===== src/rtl/cdc_xfer_arbiter_if.sv =====
// cdc_xfer_arbiter_if: requester bus and req/ack crossing signals of the CDC transfer arbiter
interface cdc_xfer_arbiter_if #(
  parameter int NUM_REQ    = 4,
  parameter int DATA_WIDTH = 8
);
  logic [NUM_REQ-1:0]            req_valid_i;
  logic [NUM_REQ*DATA_WIDTH-1:0] req_data_i;
  logic [NUM_REQ-1:0]            req_ready_o;
  logic [DATA_WIDTH-1:0]         xfer_data_o;
  logic                          xfer_req_o;
  logic                          xfer_ack_i;
  logic [$clog2(NUM_REQ)-1:0]    grant_id_o;
  logic                          busy_o;
  logic                          done_o;
  logic                          timeout_o;
  modport master (
    input  req_valid_i, req_data_i, xfer_ack_i,
    output req_ready_o, xfer_data_o, xfer_req_o, grant_id_o, busy_o, done_o, timeout_o
  );
  modport slave (
    output req_valid_i, req_data_i, xfer_ack_i,
    input  req_ready_o, xfer_data_o, xfer_req_o, grant_id_o, busy_o, done_o, timeout_o
  );
endinterface


===== src/rtl/cdc_xfer_arbiter.sv =====
// cdc_xfer_arbiter: round-robin arbiter sharing one 4-phase req/ack crossing; CDC_XFER_TIMEOUT_EN adds an ack-wait abort
module cdc_xfer_arbiter #(
  parameter int NUM_REQ        = 4,
  parameter int DATA_WIDTH     = 8,
  parameter int TIMEOUT_CYCLES = 1024
) (
  input  logic               clk_in_a,
  input  logic               srst_master_n,
  cdc_xfer_arbiter_if.master bus
);
  localparam int IW = $clog2(NUM_REQ);
  typedef enum logic [1:0] {IDLE, REQ, ACK} state_t;
  if (NUM_REQ < 2 || NUM_REQ > 16 || TIMEOUT_CYCLES < 2) begin : g_bad_params
    $error("cdc_xfer_arbiter: parameter out of range");
  end
  state_t                r_state, w_state_nx;
  logic                  r_req, w_req_nx;
  logic                  r_done, w_done_nx;
  logic [DATA_WIDTH-1:0] r_data;
  logic [IW-1:0]         r_grant, r_rr_ptr, w_win;
  logic [NUM_REQ-1:0]    w_ready;
  logic                  w_found, w_accept, w_tmo, w_aborted;
  int                    w_sum;
  // round-robin scan upward from the pointer, wrapping
  always_comb begin
    w_found = 1'b0;
    w_win   = '0;
    w_sum   = 0;
    for (int k = 0; k < NUM_REQ; k++) begin
      w_sum = int'(r_rr_ptr) + k;
      w_sum = (w_sum >= NUM_REQ) ? w_sum - NUM_REQ : w_sum;
      if (!w_found && bus.req_valid_i[w_sum]) begin
        w_found = 1'b1;
        w_win   = IW'(w_sum);
      end
    end
  end
  // accept only in IDLE, out of reset, and once any stale ack has fallen
  assign w_accept = srst_master_n && r_state == IDLE && w_found && !bus.xfer_ack_i;
  // one-hot accept strobe for the winner
  always_comb begin
    w_ready = '0;
    if (w_accept) w_ready[w_win] = 1'b1;
  end
  // next state of the handshake sequencer
  always_comb begin
    w_state_nx = r_state;
    w_req_nx   = r_req;
    w_done_nx  = 1'b0;
    case (r_state)
      IDLE: if (w_accept) begin
        w_state_nx = REQ;
        w_req_nx   = 1'b1;
      end
      REQ: if (bus.xfer_ack_i || w_tmo) begin
        w_state_nx = ACK;
        w_req_nx   = 1'b0;
      end
      ACK: if (!bus.xfer_ack_i) begin
        w_state_nx = IDLE;
        w_done_nx  = !w_aborted;
      end
      default: begin
        w_state_nx = IDLE;
        w_req_nx   = 1'b0;
      end
    endcase
  end
  // state, request and hold register; data only moves on an accept edge
  always_ff @(posedge clk_in_a) begin
    if (!srst_master_n) begin
      r_state  <= IDLE;
      r_req    <= 1'b0;
      r_done   <= 1'b0;
      r_data   <= '0;
      r_grant  <= '0;
      r_rr_ptr <= '0;
    end else begin
      r_state  <= w_state_nx;
      r_req    <= w_req_nx;
      r_done   <= w_done_nx;
      r_data   <= w_accept ? bus.req_data_i[w_win*DATA_WIDTH +: DATA_WIDTH] : r_data;
      r_grant  <= w_accept ? w_win : r_grant;
      r_rr_ptr <= w_accept ? ((w_win == IW'(NUM_REQ-1)) ? '0 : w_win + 1'b1) : r_rr_ptr;
    end
  end
`ifdef CDC_XFER_TIMEOUT_EN
  localparam int CW = $clog2(TIMEOUT_CYCLES);
  logic [CW-1:0] r_cnt;
  logic          r_aborted, r_timeout;
  assign w_tmo     = r_state == REQ && r_cnt == CW'(TIMEOUT_CYCLES-1);
  assign w_aborted = r_aborted;
  // ack-wait counter; abort marks the transfer so its ACK exit gives no done
  always_ff @(posedge clk_in_a) begin
    if (!srst_master_n) begin
      r_cnt     <= '0;
      r_aborted <= 1'b0;
      r_timeout <= 1'b0;
    end else begin
      r_cnt     <= w_accept ? '0 : (r_state == REQ) ? r_cnt + 1'b1 : r_cnt;
      r_aborted <= (w_tmo && !bus.xfer_ack_i) ? 1'b1 : (r_state == ACK && !bus.xfer_ack_i) ? 1'b0 : r_aborted;
      r_timeout <= w_tmo && !bus.xfer_ack_i;
    end
  end
  assign bus.timeout_o = r_timeout;
`else
  assign w_tmo         = 1'b0;
  assign w_aborted     = 1'b0;
  assign bus.timeout_o = 1'b0;
`endif
  assign bus.req_ready_o = w_ready;
  assign bus.xfer_data_o = r_data;
  assign bus.xfer_req_o  = r_req;
  assign bus.grant_id_o  = r_grant;
  assign bus.busy_o      = r_state != IDLE;
  assign bus.done_o      = r_done;
endmodule

===== src/flat_wrapper.sv =====
// flat-port wrapper written by rule: the top's interface ports become plain ports
module cdc_xfer_arbiter_flat 
#(
  parameter int NUM_REQ        = 4,
  parameter int DATA_WIDTH     = 8,
  parameter int TIMEOUT_CYCLES = 1024
)
  (clk_in_a, srst_master_n, bus_req_valid_i, bus_req_data_i, bus_xfer_ack_i, bus_req_ready_o, bus_xfer_data_o, bus_xfer_req_o, bus_grant_id_o, bus_busy_o, bus_done_o, bus_timeout_o);
  cdc_xfer_arbiter_if #(.NUM_REQ(NUM_REQ), .DATA_WIDTH(DATA_WIDTH)) bus_i ();
  input  logic clk_in_a;
  input  logic srst_master_n;
  input wire logic [$bits(bus_i.req_valid_i)-1:0] bus_req_valid_i;
  input wire logic [$bits(bus_i.req_data_i)-1:0] bus_req_data_i;
  input wire logic [$bits(bus_i.xfer_ack_i)-1:0] bus_xfer_ack_i;
  output wire logic [$bits(bus_i.req_ready_o)-1:0] bus_req_ready_o;
  output wire logic [$bits(bus_i.xfer_data_o)-1:0] bus_xfer_data_o;
  output wire logic [$bits(bus_i.xfer_req_o)-1:0] bus_xfer_req_o;
  output wire logic [$bits(bus_i.grant_id_o)-1:0] bus_grant_id_o;
  output wire logic [$bits(bus_i.busy_o)-1:0] bus_busy_o;
  output wire logic [$bits(bus_i.done_o)-1:0] bus_done_o;
  output wire logic [$bits(bus_i.timeout_o)-1:0] bus_timeout_o;
  assign bus_i.req_valid_i = bus_req_valid_i;
  assign bus_i.req_data_i = bus_req_data_i;
  assign bus_i.xfer_ack_i = bus_xfer_ack_i;
  assign bus_req_ready_o = bus_i.req_ready_o;
  assign bus_xfer_data_o = bus_i.xfer_data_o;
  assign bus_xfer_req_o = bus_i.xfer_req_o;
  assign bus_grant_id_o = bus_i.grant_id_o;
  assign bus_busy_o = bus_i.busy_o;
  assign bus_done_o = bus_i.done_o;
  assign bus_timeout_o = bus_i.timeout_o;
  cdc_xfer_arbiter #(.NUM_REQ(NUM_REQ), .DATA_WIDTH(DATA_WIDTH), .TIMEOUT_CYCLES(TIMEOUT_CYCLES)) u_core (.clk_in_a(clk_in_a), .srst_master_n(srst_master_n), .bus(bus_i));
endmodule

===== config.mk =====
export PLATFORM = sky130hd
export DESIGN_NAME = cdc_xfer_arbiter_flat
export DESIGN_NICKNAME = d
export VERILOG_FILES = /design/src/rtl/cdc_xfer_arbiter_if.sv /design/src/rtl/cdc_xfer_arbiter.sv /design/src/flat_wrapper.sv
export SDC_FILE = /design/constraint.sdc
export NUM_CORES = 1
export LEC_CHECK = 0
export BUFFER_PORTS_ARGS = -buffer_cell sky130_fd_sc_hd__clkbuf_2
export CORE_ASPECT_RATIO = 1.25
export CORE_UTILIZATION = 44
export DETAILED_ROUTE_END_ITERATION = 12
export PLACE_DENSITY = 0.79
export SYNTH_ARGS = -nofsm -noshare
export SYNTH_HDL_FRONTEND = slang
export SYNTH_SLANG_ARGS = --single-unit

===== constraint.sdc =====
create_clock -name clk_in_a -period 2.61 [get_ports clk_in_a]
set_input_delay 0.522 -clock clk_in_a [delete_from_list [all_inputs] [get_ports clk_in_a]]
set_output_delay 0.522 -clock clk_in_a [all_outputs]
set_load 0.05 [all_outputs]

==> results by group, run 1 <==
Status
  – Status: complete, no violations

Synth
  – Register area share after synthesis: 30.40%
  – #FFs+latches synth: 16
  – Largest family of logic cells by synthesized area: simple AND/OR/NAND/NOR gates
  – Synthesized cell area: 1054 µm²
  – Mapped Nets: 150
  – Yosys warning total: 0
  – Post-synthesis xor/xnor area fraction: 0.8314%
  – Compound-gate portion of the synthesized area: 17.46%
  – Top_reg_cell synth: dfxtp_1
  – Yosys cell types: 37
  – Ys async rst share: 0%
  – Post-synth EDFFs: 0
  – Mean Syn Cell Area: 9.846 µm²
  – Simple-gate area share of the yosys netlist: 23.75%
  – Post-Synth Adder-Cell Area: 4.751%
  – Mux share of post-synthesis cell area: 16.15%
  – Post-synthesis cell count: 107

Global routing
  – First-pass GRT wire length: 3829 µm
  – GRT Util Overall: 19.94%
  – GR Overflow Total: 0
  – Initial antenna violation count: 0
  – Largest net degree at the start of global routing: 16
  – Vias in the first global route: 934

Die
  – Initial core utilization: 47.14%
  – Die height: 56.71 µm
  – FP Rows: 19
  – Die area: 2595 µm²
  – Placeable Area: 2235 µm²
  – DIE WIDTH: 45.77 µm
  – # IOs: 57

STA
  – Highest clock rate: 0.4029 GHz
  – Minimum clock period: 2482 ps
  – RSZ-0062 raised after global routing: no
  – Slew Limit Fails: 0
  – Slew headroom: 60.19%
  – Setup TNS: 0 ps
  – Final Hold Viols: 0
  – Setup Skew: 2.444 ps
  – Actual slew at the worst max-slew pin: 592.3 ps
  – Tcrit/Tclk final: 95.09%
  – Endpoints failing setup: 0

Setup path
  – Crit path max fanout: 6
  – Startpoint Class: register
  – Req. time, crit path: 2090 ps
  – Endpoint class of the critical path: primary output
  – Worst Path Class, Setup: reg -> out
  – Worst EP arrival: 1960 ps

Cells and area
  – Share of layout cells above drive strength 1: 51.85%
  – Most frequent cells in the layout: 53 x clkbuf_2, 17 x mux2i_1, 15 x dfxtp_1
  – N_diodes: 0
  – Final Instance Area: 1379 µm²
  – Final core occ: 61.70%
  – Final #Nets: 207
  – Fin cells: 193
  – Commonest non-fill, non-tap cell in the layout: clkbuf_2
  – Area delta synth->final: 30.88%
  – Fillers: 229

Placement
  – # port buffers: 55
  – Placed insts: 190
  – Post-DP HPWL: 1826 µm
  – RD Place Congestion: 0.7448
  – Placed Area: 1350 µm²

Hold path
  – Hold WC Path Type: in -> reg

Route
  – Drt wl/cell: 11.98 µm
  – First-pass detailed-route iteration total: 4
  – Via count: 988
  – ANT nets after route: 0
  – DRC: 0
  – Via/cell ratio: 5.119
  – Routed WL: 2313 µm
  – Iteration-0 DRC Markers: 7

CTS
  – H-Tree Depth: 1
  – Clk root buf: clkbuf_4
  – CTS Sinks: 16
  – Hold Buf Count CTS: 0
  – CTS Buffer Depth: 2
  – Num CTS Buffers: 3
  – Clock-pin slew on the worst setup and hold paths: 90 ps
  – CTS tree: built
  – Clock insertion delay at the later pin of the skew report: 270 ps

Power
  – Static leakage: 0.6554 nW
  – Worst vdd ir: 0.2849 mV
  – Pwr dens: 498.1 nW/µm²
  – Total power: 0.0006868 W

Job
  – # Max-Cap Violations: 0
Yosys cell counts, types with 3 or more instances:
cell type	number	area, µm²
nand3_1	4	20.02
a21oi_1	5	25.02
dfxtp_1	16	320.3
mux2i_1	17	170.2
buf_4	3	22.52
ha_1	4	50.05
inv_1	4	15.01
nand2_1	6	22.52
o221ai_2	6	90.09
and2_1	4	25.02
nand3_2	7	70.07
per-layer routing:
metal	up-vias	routed length, µm	global-route usage (%)
met5	-	0	0
met3	2	155	3.859
met4	0	12	6.723
met2	46	1174	34.29
li1	496	-	-
met1	444	970	23.72
report_power, final:
group	total (W)	internal, W	switching (W)
Sequential	0.000287	0.000268	0.0000194
Combinational	0.000273	0.0000992	0.000174
Clock	0.000126	0.0000534	0.0000726
Total	0.000687	0.000421	0.000266
worst max-delay path, stage by stage, from the launching register on:
cell and delay, ps:
dfxtp_2 390, mux2i_1 210, o32ai_1 120, or2_2 350, inv_1 120, ha_1 180, and2_1 120, buf_4 190
state kept, by name, indices dropped and copies added (netlist names):
| name | count |
|---|---|
| u_core.bus.xfer_req_o | 1 |
| u_core.bus.grant_id_o | 2 |
| u_core.r_state | 2 |
| u_core.r_rr_ptr | 2 |
| u_core.bus.done_o | 1 |
| u_core.bus.xfer_data_o | 8 |
path summary, 6_finish.rpt:
path                             from                        end  slack, ps  depth (start not counted)
max                u_core.r_rr_ptr[1]         bus_req_ready_o[3]        130                          7
max reg2reg         u_core.r_state[0]  u_core.bus.xfer_data_o[2]        830                          5
min                    bus_xfer_ack_i          u_core.r_state[0]        470                          2
min reg2reg  u_core.bus.grant_id_o[1]   u_core.bus.grant_id_o[1]        470                          2
cell families after synthesis:
group / Yosys count
mux: 17
simple gates: 36
fa+ha+maj: 4
buf+inv: 12
xor+xnor: 1
other cells: 1
compound gates: 20
flops: 16
cell type report:
type,instances,area [µm²],area share [%]
clock buffer,3,22.52,1.633
inverter,5,18.77,1.361
multi-input combinational,79,666.9,48.37
sequential,16,321.6,23.32
tap,31,38.79,2.813
timing repair buffer,59,310.3,22.50
per-stage QoR:
step	setup WS (ps)	hold slack, ps
2_1_floorplan	177.9	474.1
3_3_place_gp	226.0	448.5
3_5_place_dp	136.8	457.2
4_1_cts	16.77	461.2
5_1_grt	11.34	476.0
6_report	128.1	470.3
what timing repair did:
| item | 4_1_cts | 5_1_grt |
|---|---|---|
| endpoints found under the setup margin | 1 | 2 |
| endpoints found under the hold margin | 0 | 0 |
| gates resized for setup | 1 | 4 |
| buffers inserted | 0 | 0 |
Note: power is estimated with default switching activity, not from simulation.
==> run 2: changes to the inputs <==
--- a/config.mk
+++ b/config.mk
@@ -6,10 +6,10 @@
 export NUM_CORES = 1
 export LEC_CHECK = 0
 export BUFFER_PORTS_ARGS = -buffer_cell sky130_fd_sc_hd__clkbuf_2
-export CORE_ASPECT_RATIO = 1.25
 export CORE_UTILIZATION = 44
 export DETAILED_ROUTE_END_ITERATION = 12
 export PLACE_DENSITY = 0.79
+export SETUP_SLACK_MARGIN = 0.2
 export SYNTH_ARGS = -nofsm -noshare
 export SYNTH_HDL_FRONTEND = slang
 export SYNTH_SLANG_ARGS = --single-unit
==> results by group, run 2 (synthesized netlist as in run 1, its figures left out) <==
Route
  – DRC: 0
  – Routed WL: 2508 µm
  – Via count: 993
  – Via/cell ratio: 5.199
  – Drt wl/cell: 13.13 µm
  – ANT nets after route: 0
  – Iteration-0 DRC Markers: 2
  – First-pass detailed-route iteration total: 4

Placement
  – # port buffers: 55
  – Post-DP HPWL: 1923 µm
  – RD Place Congestion: 0.8432
  – Placed Area: 1353 µm²

STA
  – Worst Hold Slack: 442.5 ps
  – Highest clock rate: 0.4212 GHz
  – Tcrit/Tclk final: 90.96%
  – Setup TNS: 0 ps
  – Actual slew at the worst max-slew pin: 531.8 ps
  – Slew headroom: 64.25%
  – Minimum clock period: 2374 ps
  – Final Hold Viols: 0
  – Slew Limit Fails: 0
  – RSZ-0062 raised after global routing: yes
  – Endpoints failing setup: 0
  – Setup Skew: 6.760 ps

Cells and area
  – Final #Nets: 207
  – Final core occ: 64.65%
  – N_diodes: 0
  – Final Instance Area: 1444 µm²
  – Commonest non-fill, non-tap cell in the layout: clkbuf_2
  – Largest register FFs: 8
  – Share of layout cells above drive strength 1: 55.21%
  – Area delta synth->final: 37.05%
  – Most frequent cells in the layout: 51 x clkbuf_2, 16 x mux2i_1, 15 x dfxtp_1

Global routing
  – First-pass GRT wire length: 4084 µm
  – GR Overflow Total: 0
  – GRT Util Overall: 21.00%
  – Largest net degree at the start of global routing: 17
  – Initial antenna violation count: 0
  – Vias in the first global route: 997

Power
  – Power Internal: 0.0004611 W
  – Pwr dens: 515.5 nW/µm²
  – Clk pwr share: 22.5%
  – Total power: 0.0007443 W
  – Reg power frac: 38.8%
  – Static leakage: 0.6754 nW
  – Combinational share of power: 38.7%
  – Worst vdd ir: 0.3709 mV
  – Psw: 0.0002832 W
  – Sw frac: 38.05%

Setup path
  – Critical path buffers and inverters: 1
  – Top Family by Delay on Critical Path: simple AND/OR/NAND/NOR gates
  – Worst Path Class, Setup: reg -> out
  – Endpoint class of the critical path: primary output
  – Startpoint Class: register
  – Crit path max fanout: 6
  – Req. time, crit path: 2090 ps
  – Worst stage delay on the critical path: 400 ps
  – Worst EP arrival: 1850 ps
  – Slowest-stage cell, CP: dfxtp_4
  – Critical-path cell list: mux2i_2 -> o32ai_2 -> or2_4 -> ha_1 -> and2_1 -> clkbuf_4

CTS
  – CTS tree: built
  – Clk root buf: clkbuf_4
  – Num CTS Buffers: 3
  – Hold Buf Count CTS: 0
  – CTS Sinks: 16
  – Clock insertion delay at the later pin of the skew report: 290 ps
  – Clock-pin slew on the worst setup and hold paths: 100 ps
  – H-Tree Depth: 1
  – CTS Buffer Depth: 2

Die
  – Die height: 50.93 µm
  – # IOs: 57
  – DIE WIDTH: 50.93 µm
  – FP Rows: 17
  – Die area: 2594 µm²
  – Initial core utilization: 47.17%
  – Placeable Area: 2233 µm²

Job
  – # Max-Cap Violations: 0

Hold path
  – Hold WC Path Type: in -> reg

Status
  – Status: complete, no violations
[run 2: cell type report]
| cell class | instances | area [µm²] |
|---|---|---|
| flip-flops and latches | 16 | 324.1 |
| multi-input cells | 79 | 685.7 |
| inverters | 5 | 21.27 |
| repair buffers | 59 | 341.6 |
| fillers | 202 | 789.5 |
| clock buffers | 4 | 36.28 |
| well taps | 28 | 35.03 |
[run 2: power by group through the flow]
stage | Combinational [W] | Sequential, W | Clock, W
global placement | 0.000267 | 0.000291 | 0
floorplan | 0.000139 | 0.000353 | 0
global route | 0.000309 | 0.000292 | 0.000181
detailed placement | 0.000276 | 0.000292 | 0
finish | 0.000288 | 0.000289 | 0.000168
CTS | 0.000281 | 0.000288 | 0.000171
[run 2: worst paths after layout]
check,from,to,slack [ps],depth (start not counted)
worst max-delay path,u_core.r_rr_ptr[1],bus_req_ready_o[0],240,6
worst min-delay path,bus_xfer_ack_i,u_core.r_state[0],440,2
worst max register to register,u_core.r_state[0],u_core.bus.xfer_data_o[1],770,5
worst min register to register,u_core.bus.grant_id_o[0],u_core.bus.grant_id_o[0],460,2
[run 2: metal layers]
layer	vias to the layer above	track usage, %	share of wire [%]
met5	-	0	0
met4	0	9.722	0.72
met3	2	2.679	4.8
met2	37	39.47	53
met1	450	22.91	41
li1	504	-	-
[run 2: per-stage QoR]
| step | std cells | worst slack, ps |
|---|---|---|
| after floorplan | 107 | 206.0 |
| after global placement | 186 | 199.1 |
| after detailed placement | 186 | 114.7 |
| after CTS | 190 | 235.1 |
| after global routing | 191 | 169.8 |
| final | 191 | 235.9 |
[run 2: repair_timing]
| action | 4_1_cts | 5_1_grt |
|---|---|---|
| pin swaps | 0 | 2 |
| endpoints found under the hold margin | 0 | 0 |
| resized for setup | 9 | 9 |
| endpoints found under the setup margin | 4 | 3 |
| buffers inserted | 0 | 1 |
